File: src/rtl/rns_reverse_converter_seq_if.sv
// Handshake and data bundle for the sequential RNS reverse converter.
// The err signal exists only when RNS_RANGE_CHECK_EN is defined.
interface rns_reverse_converter_seq_if #(
    parameter int N = 4
);
    logic             start;
    logic [N-1:0]     residue_a;
    logic [N-1:0]     residue_b;
    logic [N:0]       residue_c;
    logic             busy;
    logic             done;
    logic [3*N-1:0]   result;
`ifdef RNS_RANGE_CHECK_EN
    logic             err;
`endif

    // Handshake: start is a request pulse honoured only while busy is low
    // (done cycle included); busy covers the whole conversion; done is a
    // one-cycle pulse in which result (and err) are valid; result holds
    // until the next done.
    modport master (
        output start, residue_a, residue_b, residue_c,
`ifdef RNS_RANGE_CHECK_EN
        input  err,
`endif
        input  busy, done, result
    );

    modport slave (
        input  start, residue_a, residue_b, residue_c,
`ifdef RNS_RANGE_CHECK_EN
        output err,
`endif
        output busy, done, result
    );
endinterface

File: src/rtl/rns_reverse_converter_seq.sv
// Sequential residue-to-binary converter for moduli {2^N, 2^N-1, 2^N+1}
// using mixed-radix conversion. Optional macro RNS_RANGE_CHECK_EN adds the
// err output, flagging residue_c > 2^N at acceptance.
module rns_reverse_converter_seq #(
    parameter int N = 4
) (
    input  logic                        clk,
    input  logic                        rst,
    rns_reverse_converter_seq_if.slave  bus
);
    localparam logic [2:0] S_IDLE     = 3'd0;
    localparam logic [2:0] S_V2       = 3'd1;
    localparam logic [2:0] S_V3       = 3'd2;
    localparam logic [2:0] S_SCALE    = 3'd3;
    localparam logic [2:0] S_RECON_HI = 3'd4;
    localparam logic [2:0] S_RECON    = 3'd5;

    localparam int              CW       = (N > 2) ? $clog2(N) : 1;
    localparam logic [CW-1:0]   CNT_LAST = CW'(N - 2);
    localparam logic [N+2:0]    M2_W     = (N+3)'((1 << N) - 1);
    localparam logic [N+2:0]    M3_W     = (N+3)'((1 << N) + 1);
    localparam logic [N+1:0]    M3_S     = (N+2)'((1 << N) + 1);
`ifdef RNS_RANGE_CHECK_EN
    localparam logic [N:0]      C_MAX    = (N+1)'(1 << N);
`endif

    logic [2:0]       state_q;
    logic [N-1:0]     a_q;
    logic [N-1:0]     b_q;
    logic [N:0]       c_q;
    logic [N-1:0]     v2_q;
    logic [N:0]       s_q;
    logic [CW-1:0]    cnt_q;
    logic [2*N-1:0]   inner_q;
    logic             busy_q;
    logic             done_q;
    logic [3*N-1:0]   result_q;
`ifdef RNS_RANGE_CHECK_EN
    logic             oor_q;
    logic             err_q;
`endif

    // Arithmetic is carried in N+3 bits so the sign bit of each subtraction
    // is visible even for an out-of-range residue_c.
    logic [N+2:0]     d2_raw;
    logic [N+2:0]     d2_mod;
    logic [N-1:0]     v2_calc;
    logic [N+2:0]     t1_raw;
    logic [N+2:0]     t1_mod;
    logic [N+2:0]     t2_raw;
    logic [N+2:0]     t2_mod;
    logic [N+1:0]     s_dbl;
    logic [N+1:0]     s_red;
    logic [2*N:0]     inner_calc;
    logic             unused_bits;

    // Per-step modular arithmetic: v2, t, one doubling step, and v2+(2^N-1)*v3.
    always_comb begin
        d2_raw     = {3'b000, b_q} - {3'b000, a_q};
        d2_mod     = d2_raw[N+2] ? d2_raw + M2_W : d2_raw;
        // b = 2^N-1 is a second encoding of zero; fold it here.
        v2_calc    = (d2_mod == M2_W) ? '0 : d2_mod[N-1:0];
        t1_raw     = {3'b000, a_q} - {2'b00, c_q};
        t1_mod     = t1_raw[N+2] ? t1_raw + M3_W : t1_raw;
        t2_raw     = t1_mod - {3'b000, v2_q};
        t2_mod     = t2_raw[N+2] ? t2_raw + M3_W : t2_raw;
        s_dbl      = {s_q, 1'b0};
        s_red      = (s_dbl >= M3_S) ? s_dbl - M3_S : s_dbl;
        // (2^N-1)*v3 as (v3 << N) - v3; the sum never exceeds 2^(2N)-2.
        inner_calc = {s_q, {N{1'b0}}} - {{N{1'b0}}, s_q} + {{(N+1){1'b0}}, v2_q};
    end

    // Bits provably zero for legal inputs.
    assign unused_bits = ^{t2_mod[N+2:N+1], s_red[N+1], inner_calc[2*N]};

    // Conversion FSM: IDLE -> V2 -> V3 -> SCALE (N-1 cycles) -> RECON_HI -> RECON.
    always_ff @(posedge clk) begin
        if (rst) begin
            state_q  <= S_IDLE;
            a_q      <= '0;
            b_q      <= '0;
            c_q      <= '0;
            v2_q     <= '0;
            s_q      <= '0;
            cnt_q    <= '0;
            inner_q  <= '0;
            busy_q   <= 1'b0;
            done_q   <= 1'b0;
            result_q <= '0;
`ifdef RNS_RANGE_CHECK_EN
            oor_q    <= 1'b0;
            err_q    <= 1'b0;
`endif
        end else begin
            done_q <= 1'b0;
`ifdef RNS_RANGE_CHECK_EN
            err_q  <= 1'b0;
`endif
            case (state_q)
                S_IDLE: begin
                    if (bus.start) begin
                        a_q     <= bus.residue_a;
                        b_q     <= bus.residue_b;
                        c_q     <= bus.residue_c;
`ifdef RNS_RANGE_CHECK_EN
                        oor_q   <= (bus.residue_c > C_MAX);
`endif
                        busy_q  <= 1'b1;
                        state_q <= S_V2;
                    end
                end
                S_V2: begin
                    v2_q    <= v2_calc;
                    state_q <= S_V3;
                end
                S_V3: begin
                    s_q     <= t2_mod[N:0];
                    cnt_q   <= '0;
                    state_q <= S_SCALE;
                end
                S_SCALE: begin
                    // N-1 modular doublings multiply t by 2^(N-1).
                    s_q   <= s_red[N:0];
                    cnt_q <= cnt_q + 1'b1;
                    if (cnt_q == CNT_LAST) begin
                        state_q <= S_RECON_HI;
                    end
                end
                S_RECON_HI: begin
                    inner_q <= inner_calc[2*N-1:0];
                    state_q <= S_RECON;
                end
                S_RECON: begin
                    // Adding v1 < 2^N to inner*2^N is a plain concatenation.
                    result_q <= {inner_q, a_q};
`ifdef RNS_RANGE_CHECK_EN
                    if (oor_q) begin
                        result_q <= '0;
                        err_q    <= 1'b1;
                    end
`endif
                    done_q  <= 1'b1;
                    busy_q  <= 1'b0;
                    state_q <= S_IDLE;
                end
                default: begin
                    state_q <= S_IDLE;
                    busy_q  <= 1'b0;
                end
            endcase
        end
    end

    assign bus.busy   = busy_q;
    assign bus.done   = done_q;
    assign bus.result = result_q;
`ifdef RNS_RANGE_CHECK_EN
    assign bus.err    = err_q;
`endif
endmodule

File: src/flat_wrapper.sv
// flat-port wrapper written by rule: the top's interface ports become plain ports
module rns_reverse_converter_seq_flat 
#(
    parameter int N = 4
)
  (clk, rst, bus_start, bus_residue_a, bus_residue_b, bus_residue_c, bus_busy, bus_done, bus_result);
  rns_reverse_converter_seq_if #(.N(N)) bus_i ();
  input  logic clk;
  input  logic rst;
  input wire logic [$bits(bus_i.start)-1:0] bus_start;
  input wire logic [$bits(bus_i.residue_a)-1:0] bus_residue_a;
  input wire logic [$bits(bus_i.residue_b)-1:0] bus_residue_b;
  input wire logic [$bits(bus_i.residue_c)-1:0] bus_residue_c;
  output wire logic [$bits(bus_i.busy)-1:0] bus_busy;
  output wire logic [$bits(bus_i.done)-1:0] bus_done;
  output wire logic [$bits(bus_i.result)-1:0] bus_result;
  assign bus_i.start = bus_start;
  assign bus_i.residue_a = bus_residue_a;
  assign bus_i.residue_b = bus_residue_b;
  assign bus_i.residue_c = bus_residue_c;
  assign bus_busy = bus_i.busy;
  assign bus_done = bus_i.done;
  assign bus_result = bus_i.result;
  rns_reverse_converter_seq #(.N(N)) u_core (.clk(clk), .rst(rst), .bus(bus_i));
endmodule
File: config.mk
export PLATFORM = sky130hd
export DESIGN_NAME = rns_reverse_converter_seq_flat
export DESIGN_NICKNAME = d
export VERILOG_FILES = /design/src/rtl/rns_reverse_converter_seq_if.sv /design/src/rtl/rns_reverse_converter_seq.sv /design/src/flat_wrapper.sv
export SDC_FILE = /design/constraint.sdc
export NUM_CORES = 1
export LEC_CHECK = 0
export ABC_AREA = 1
export ABC_CLOCK_PERIOD_IN_PS = 3650
export CAP_MARGIN = 25
export CORE_MARGIN = 2
export CORE_UTILIZATION = 32
export CTS_BUF_LIST = sky130_fd_sc_hd__clkbuf_8
export DETAILED_ROUTE_END_ITERATION = 10
export GPL_TIMING_DRIVEN = 0
export HOLD_SLACK_MARGIN = 0.1
export PLACE_DENSITY = 0.61
export SLEW_MARGIN = 30
export SYNTH_ARGS = -nofsm -noshare
export SYNTH_HDL_FRONTEND = slang
export SYNTH_SLANG_ARGS = --single-unit
File: constraint.sdc
create_clock -name clk -period 3.65 [get_ports clk]
set_clock_uncertainty 0.2 [all_clocks]
set_input_delay 0.73 -clock clk [delete_from_list [all_inputs] [get_ports clk]]
set_output_delay 0.73 -clock clk [all_outputs]
set_load 0.02 [all_outputs]
==> flow_summary.toml, run 1 <==
[outcome]
status = "finished, final reports clean"

[yosys]
postSynthAreaPerCell_sq_um = 7.26
synth-xor-area-share_pct = 4.16
async_reset_ff_share_pct = 0
ys_seq_area_share_pct = 33.3
synth-simple-area-share_pct = 19.4
synthFlopType = "dfxtp_1"
synth.area.mux_share_pct = 0
synth_compound_area_share_pct = 19.7
syn-cell-area_sq_um = 2950
synth.net_count = 448
yosysUniqueCellTypes = 35
yosys_register_bits = 49
synth_top_family_by_area = "compound AO/OA/AOI/OAI gates"
synth_fa_ha_area_share_pct = 12.1
synthCells = 406
yosys_warnings = 0
synth_edf_count = 0

[routing]
ant_nets = 0
vias_per_cell = 4.77
vias = 2641
drc = 0
finalWirelength_um = 6420
dr.pass1.iters = 5
wl_per_cell_um = 11.6
first_iter_violations = 86

[clock_tree]
cts.htree.levels = 2
clkTransAtPathRegs_ns = 0.09
cts_tree = "yes"
cts_hold_buffers = 0
root_buffer = "clkbuf_8"
clock_latency_ns = 0.30
clockBufferDepth = 2
cts_made_buffers = 5
clkSinkCount = 49

[worst_hold_path]
whs_endpoint = "u_core.bus.result[4]$_SDFFE_PP0P_"
hold_class = "flip-flop to flip-flop"
hp-start = "u_core.bus.result[4]$_SDFFE_PP0P_"
hold_depth = 2

[critical_path]
crit_path_frequent_cell = "inv_1"
crit_slowest_cell = "fa_1"
cp-end-kind = "flip-flop"
rr_worst_depth = 17
path_buf_inv = 5
crit_required_ns = 3.62
max_stage_delay_ns = 0.56
path_cells = "inv_1, ha_1, fa_1, inv_1, ha_1, inv_1, o21ai_1, inv_1, fa_1, inv_1, ha_1, nand3_1, nand2_1, nand2_1, nand2_1, nand2_1, a21oi_2"
r2r_start = "u_core.a_q[0]$_SDFFE_PP0P_"
reg2reg_to = "u_core.s_q[4]$_SDFFE_PP0P_"
arrival_ns = 3.37
ff2ff_setup_slack_ns = 0.25
worstSetupPathType = "flip-flop to flip-flop"
cp-start-kind = "flip-flop"
crit_fanout = 3
critical-path-top-delay-family = "adder cells"

[die]
dieArea_sq_um = 10000
io-pin-count = 30
die_x_um = 100
rows = 35
core_region_area_sq_um = 9110
initial_utilization_pct = 32.4
die_h_um = 100

[timing]
setup_viol = 0
period_needed_ns = 3.40
hold_violations = 0
fmax_mhz = 294
drv_slew = 0
fin_crit_sh_pct = 93.2
tightest_slew_ns = 0.569
slew_headroom_pct = 62.1

[cells_and_area]
design_area_sq_um = 3510
fillers = 947
diodes = 0
layout-drive-gt1-share_pct = 6.55
fin_cells = 554
layout_commonest_cell = "inv_1"
syn2layout_area_growth_pct = 19.2
nNetsFinal = 484
final_cell_mix = "79 x inv_1, 57 x nand2_1, 50 x a21oi_1"

[placed_design]
post-dp-hpwl_um = 5070
dpl_cell_area_sq_um = 3370
gp_congestion = 0.793
port_buffers = 28
dp_cells = 545

[grt]
grt_max_degree = 15
grt_usage_pct = 13.5
antenna_found_initial = 0
grt_use_met2_pct = 24.3
grt_pass1_vias = 2559
met1_usage_pct = 17.2
overflow = 0
grt_util_met3_pct = 1.32
grt_pass1_wl_um = 11200
busiest_layer = "met2"

[power]
p_per_area_nw_per_um2 = 696
ir_drop_mv = 0.251
p_leak_nw = 1.50

[flow_run]
cap_violations = 0
cell usage after synthesis (2+ instances only):
cell type | count | area (sq um)
inv_2 | 2 | 7.51
o221ai_1 | 2 | 17.5
nor3_1 | 3 | 15.0
nand2_1 | 57 | 214
dfxtp_1 | 49 | 981
nor2_1 | 18 | 67.6
xor2_1 | 10 | 87.6
ha_1 | 22 | 275
a31oi_1 | 3 | 18.8
a22oi_1 | 2 | 15.0
nand3_1 | 27 | 135
clkbuf_1 | 10 | 37.5
fa_1 | 4 | 80.1
a21oi_1 | 50 | 250
nand2_2 | 5 | 31.3
inv_1 | 78 | 293
o21ai_0 | 41 | 205
o211ai_1 | 2 | 15.0
a21oi_2 | 2 | 17.5
xnor2_1 | 4 | 35.0
registers in the layout, indices dropped and copies added (netlist names):
name	flops
u_core.bus.result	12
u_core.inner_q	8
u_core.c_q	5
u_core.s_q	5
u_core.a_q	4
u_core.b_q	4
u_core.v2_q	4
u_core.state_q	3
u_core.cnt_q	2
u_core.bus.busy	1
u_core.bus.done	1
per-stage QoR:
stage / utilization, % / setup WS [ns] / setup TNS [ns] / hold WS (ns) / total power [mW]
floorplan: - / 0.531 / 0 / 0.228 / 1.70
global placement: 37.0 / 0.202 / 0 / 0.231 / 1.93
detailed placement: 37.0 / 0.125 / 0 / 0.237 / 1.97
CTS: 38.2 / 0.0996 / 0 / 0.251 / 2.37
global route: 38.6 / -0.0101 / -0.0101 / 0.275 / 2.69
finish: 38.6 / 0.248 / 0 / 0.245 / 2.44
cells by family after synthesis:
kind of cell / Yosys count
simple gates: 120
buf+inv: 90
fa+ha+maj: 26
flops: 49
compound gates: 107
xor+xnor: 14
worst max-delay path by stage:
stage / from / cells past startpoint / end
after global placement: u_core.a_q[0]$_SDFFE_PP0P_ / 15 / u_core.s_q[3]$_SDFFE_PP0P_
final: u_core.a_q[0]$_SDFFE_PP0P_ / 17 / u_core.s_q[4]$_SDFFE_PP0P_
after global routing: u_core.a_q[0]$_SDFFE_PP0P_ / 17 / u_core.s_q[4]$_SDFFE_PP0P_
after floorplan: u_core.a_q[0]$_SDFFE_PP0P_ / 15 / u_core.s_q[3]$_SDFFE_PP0P_
after detailed placement: u_core.a_q[0]$_SDFFE_PP0P_ / 15 / u_core.s_q[3]$_SDFFE_PP0P_
after CTS: u_core.a_q[0]$_SDFFE_PP0P_ / 16 / u_core.s_q[3]$_SDFFE_PP0P_
repair_timing:
action	CTS	global route
setup buffers	0	1
resized for setup	0	6
setup endpoints to repair	0	5
per-layer routing:
layer / part of all wire, % / routed length [um]
met3: 2.0 / 129
met2: 50 / 3190
met5: 0 / 0
met4: 0.48 / 31
met1: 48 / 3070
report_power, final:
| part | switching (mW) | total [mW] | internal (mW) |
|---|---|---|---|
| registers | 0.0585 | 0.655 | 0.596 |
| logic | 0.840 | 1.39 | 0.552 |
| clock network | 0.177 | 0.398 | 0.221 |
worst register-to-register path, delay by kind of cell (launching register included):
family,cells,cell delay [ns]
and+or+nand+nor,5,0.35
DFF,1,0.36
AOI/OAI and AO/OA,2,0.25
buffers and inverters,5,0.33
adders and majority gates,5,1.78
area by class of cell:
class | count | area [sq um] | share of cell area [%]
multi-input cells | 267 | 1650 | 47.0
flip-flops and latches | 49 | 982 | 28.0
inverters | 80 | 300 | 8.55
repair buffers | 29 | 288 | 8.19
well taps | 111 | 139 | 3.95
clock buffers | 6 | 82.6 | 2.35
plain buffers | 10 | 37.5 | 1.07
clock inverters | 2 | 33.8 | 0.962
(Power assumes the default switching activity.)
==> run 2, diff against run 1 <==
- GPL_TIMING_DRIVEN: 0 -> not set
- REMOVE_ABC_BUFFERS: not set -> 1
==> flow_summary.toml, run 2 (same netlist as run 1, synthesis figures left out) <==
[grt]
overflow = 0
grt_pass1_wl_um = 10800
grt_usage_pct = 13.0
antenna_found_initial = 0
grt_pass1_vias = 2481
grt_max_degree = 34

[power]
p_per_area_nw_per_um2 = 686
total_power_mw = 2.40
ir_drop_mv = 0.201
p_leak_nw = 1.50

[timing]
tightest_slew_ns = 0.815
drv_slew = 0
period_needed_ns = 3.28
fin_crit_sh_pct = 89.7
fin_tns_setup_ns = 0
fmax_mhz = 305
rsz0062_at_grt = "false"
hold_violations = 0
setup_viol = 0
slew_headroom_pct = 45.6

[placed_design]
dp_cells = 538
port_buffers = 29
post-dp-hpwl_um = 4590
gp_congestion = 0.822

[clock_tree]
cts.htree.levels = 2
clkSinkCount = 49
clockBufferDepth = 2
cts_made_buffers = 5
clock_latency_ns = 0.30
root_buffer = "clkbuf_8"
cts_tree = "yes"
clkTransAtPathRegs_ns = 0.09
cts_hold_buffers = 0

[die]
initial_utilization_pct = 32.4
rows = 35
dieArea_sq_um = 10000
io-pin-count = 30
die_x_um = 100
core_region_area_sq_um = 9110
die_h_um = 100

[cells_and_area]
nNetsFinal = 476
layout-drive-gt1-share_pct = 6.90
final_cell_mix = "79 x inv_1, 57 x nand2_1, 50 x a21oi_1"
largest_reg_flops = 12
layout_commonest_cell = "inv_1"
syn2layout_area_growth_pct = 18.6
fin_cells = 546
diodes = 0

[critical_path]
critical-path-top-delay-family = "adder cells"
path_cells = "inv_1, ha_1, fa_1, inv_1, ha_1, nand2_1, xnor2_1, inv_1, ha_2, nand2_1, o21ai_1, xor2_1, nand3_1, nand2_1, nand2_1, nand2_1, nand2_1, a21oi_2"
rr_worst_depth = 18
crit_path_frequent_cell = "nand2_1"
worstSetupPathType = "flip-flop to flip-flop"
cp-start-kind = "flip-flop"
crit_slowest_cell = "fa_1"
path_buf_inv = 3
crit_cells = 18
crit_fanout = 4
max_stage_delay_ns = 0.49
crit_required_ns = 3.69
cp-end-kind = "flip-flop"
arrival_ns = 3.31

[outcome]
status = "finished, final reports clean"

[routing]
ant_nets = 0
vias = 2578
drc = 0
wl_per_cell_um = 11.0
dr.pass1.iters = 4
first_iter_violations = 128
finalWirelength_um = 5990
vias_per_cell = 4.72

[worst_hold_path]
hold_depth = 2
hold_class = "flip-flop to flip-flop"

[flow_run]
cap_violations = 0
run 2: per-stage QoR:
stage               hold WS [ns]  util [%]  setup slack, ns  area (sq um)
global route               0.269      38.4           0.0150          3500
finish                     0.246      38.4            0.374          3500
floorplan                  0.230         -            0.536          2910
global placement           0.231      36.8            0.379          3350
CTS                        0.251      38.1            0.229          3470
detailed placement         0.237      36.8            0.260          3350
run 2: area by class of cell:
| type | count | area (sq um) |
|---|---|---|
| clock buffers | 6 | 82.6 |
| clock inverters | 2 | 33.8 |
| fillers | 947 | 5610 |
| inverters | 80 | 300 |
| multi-input cells | 267 | 1650 |
| flip-flops and latches | 49 | 981 |
| well taps | 111 | 139 |
| repair buffers | 31 | 305 |
run 2: metal layers:
| metal | global-route usage (%) | routed length (um) |
|---|---|---|
| met2 | 22.7 | 2820 |
| met1 | 16.5 | 2960 |
| met4 | 4.53 | 107 |
| met5 | 0 | 0 |
| met3 | 1.53 | 103 |
run 2: path summary, 6_finish.rpt:
check                                     start                                 end  slack, ns
max reg2reg          u_core.a_q[0]$_SDFFE_PP0P_          u_core.s_q[4]$_SDFFE_PP0P_       0.37
min reg2reg  u_core.bus.result[11]$_SDFFE_PP0P_  u_core.bus.result[11]$_SDFFE_PP0P_       0.25
min          u_core.bus.result[11]$_SDFFE_PP0P_  u_core.bus.result[11]$_SDFFE_PP0P_       0.25
max                  u_core.a_q[0]$_SDFFE_PP0P_          u_core.s_q[4]$_SDFFE_PP0P_       0.37
run 2: power by group:
| group | switching, mW | leakage [nW] | internal (mW) |
|---|---|---|---|
| logic | 0.821 | 1.04 | 0.522 |
| clock network | 0.180 | 0.0626 | 0.221 |
| registers | 0.0578 | 0.399 | 0.596 |
run 2: worst reg2reg max path: cells and delay by family (launching register included):
| family | cells | cell delay [ns] |
|---|---|---|
| flip-flops | 1 | 0.35 |
| AND/OR/NAND/NOR | 7 | 0.54 |
| buffers and inverters | 3 | 0.19 |
| AO/OA/AOI/OAI | 2 | 0.26 |
| XOR/XNOR | 2 | 0.38 |
| adder cells (fa/ha/maj) | 4 | 1.30 |
run 2: what timing repair did:
action | 4_1_cts | 5_1_grt
gates resized for setup | 0 | 6
setup endpoints to repair | 0 | 4
setup buffers | 0 | 0
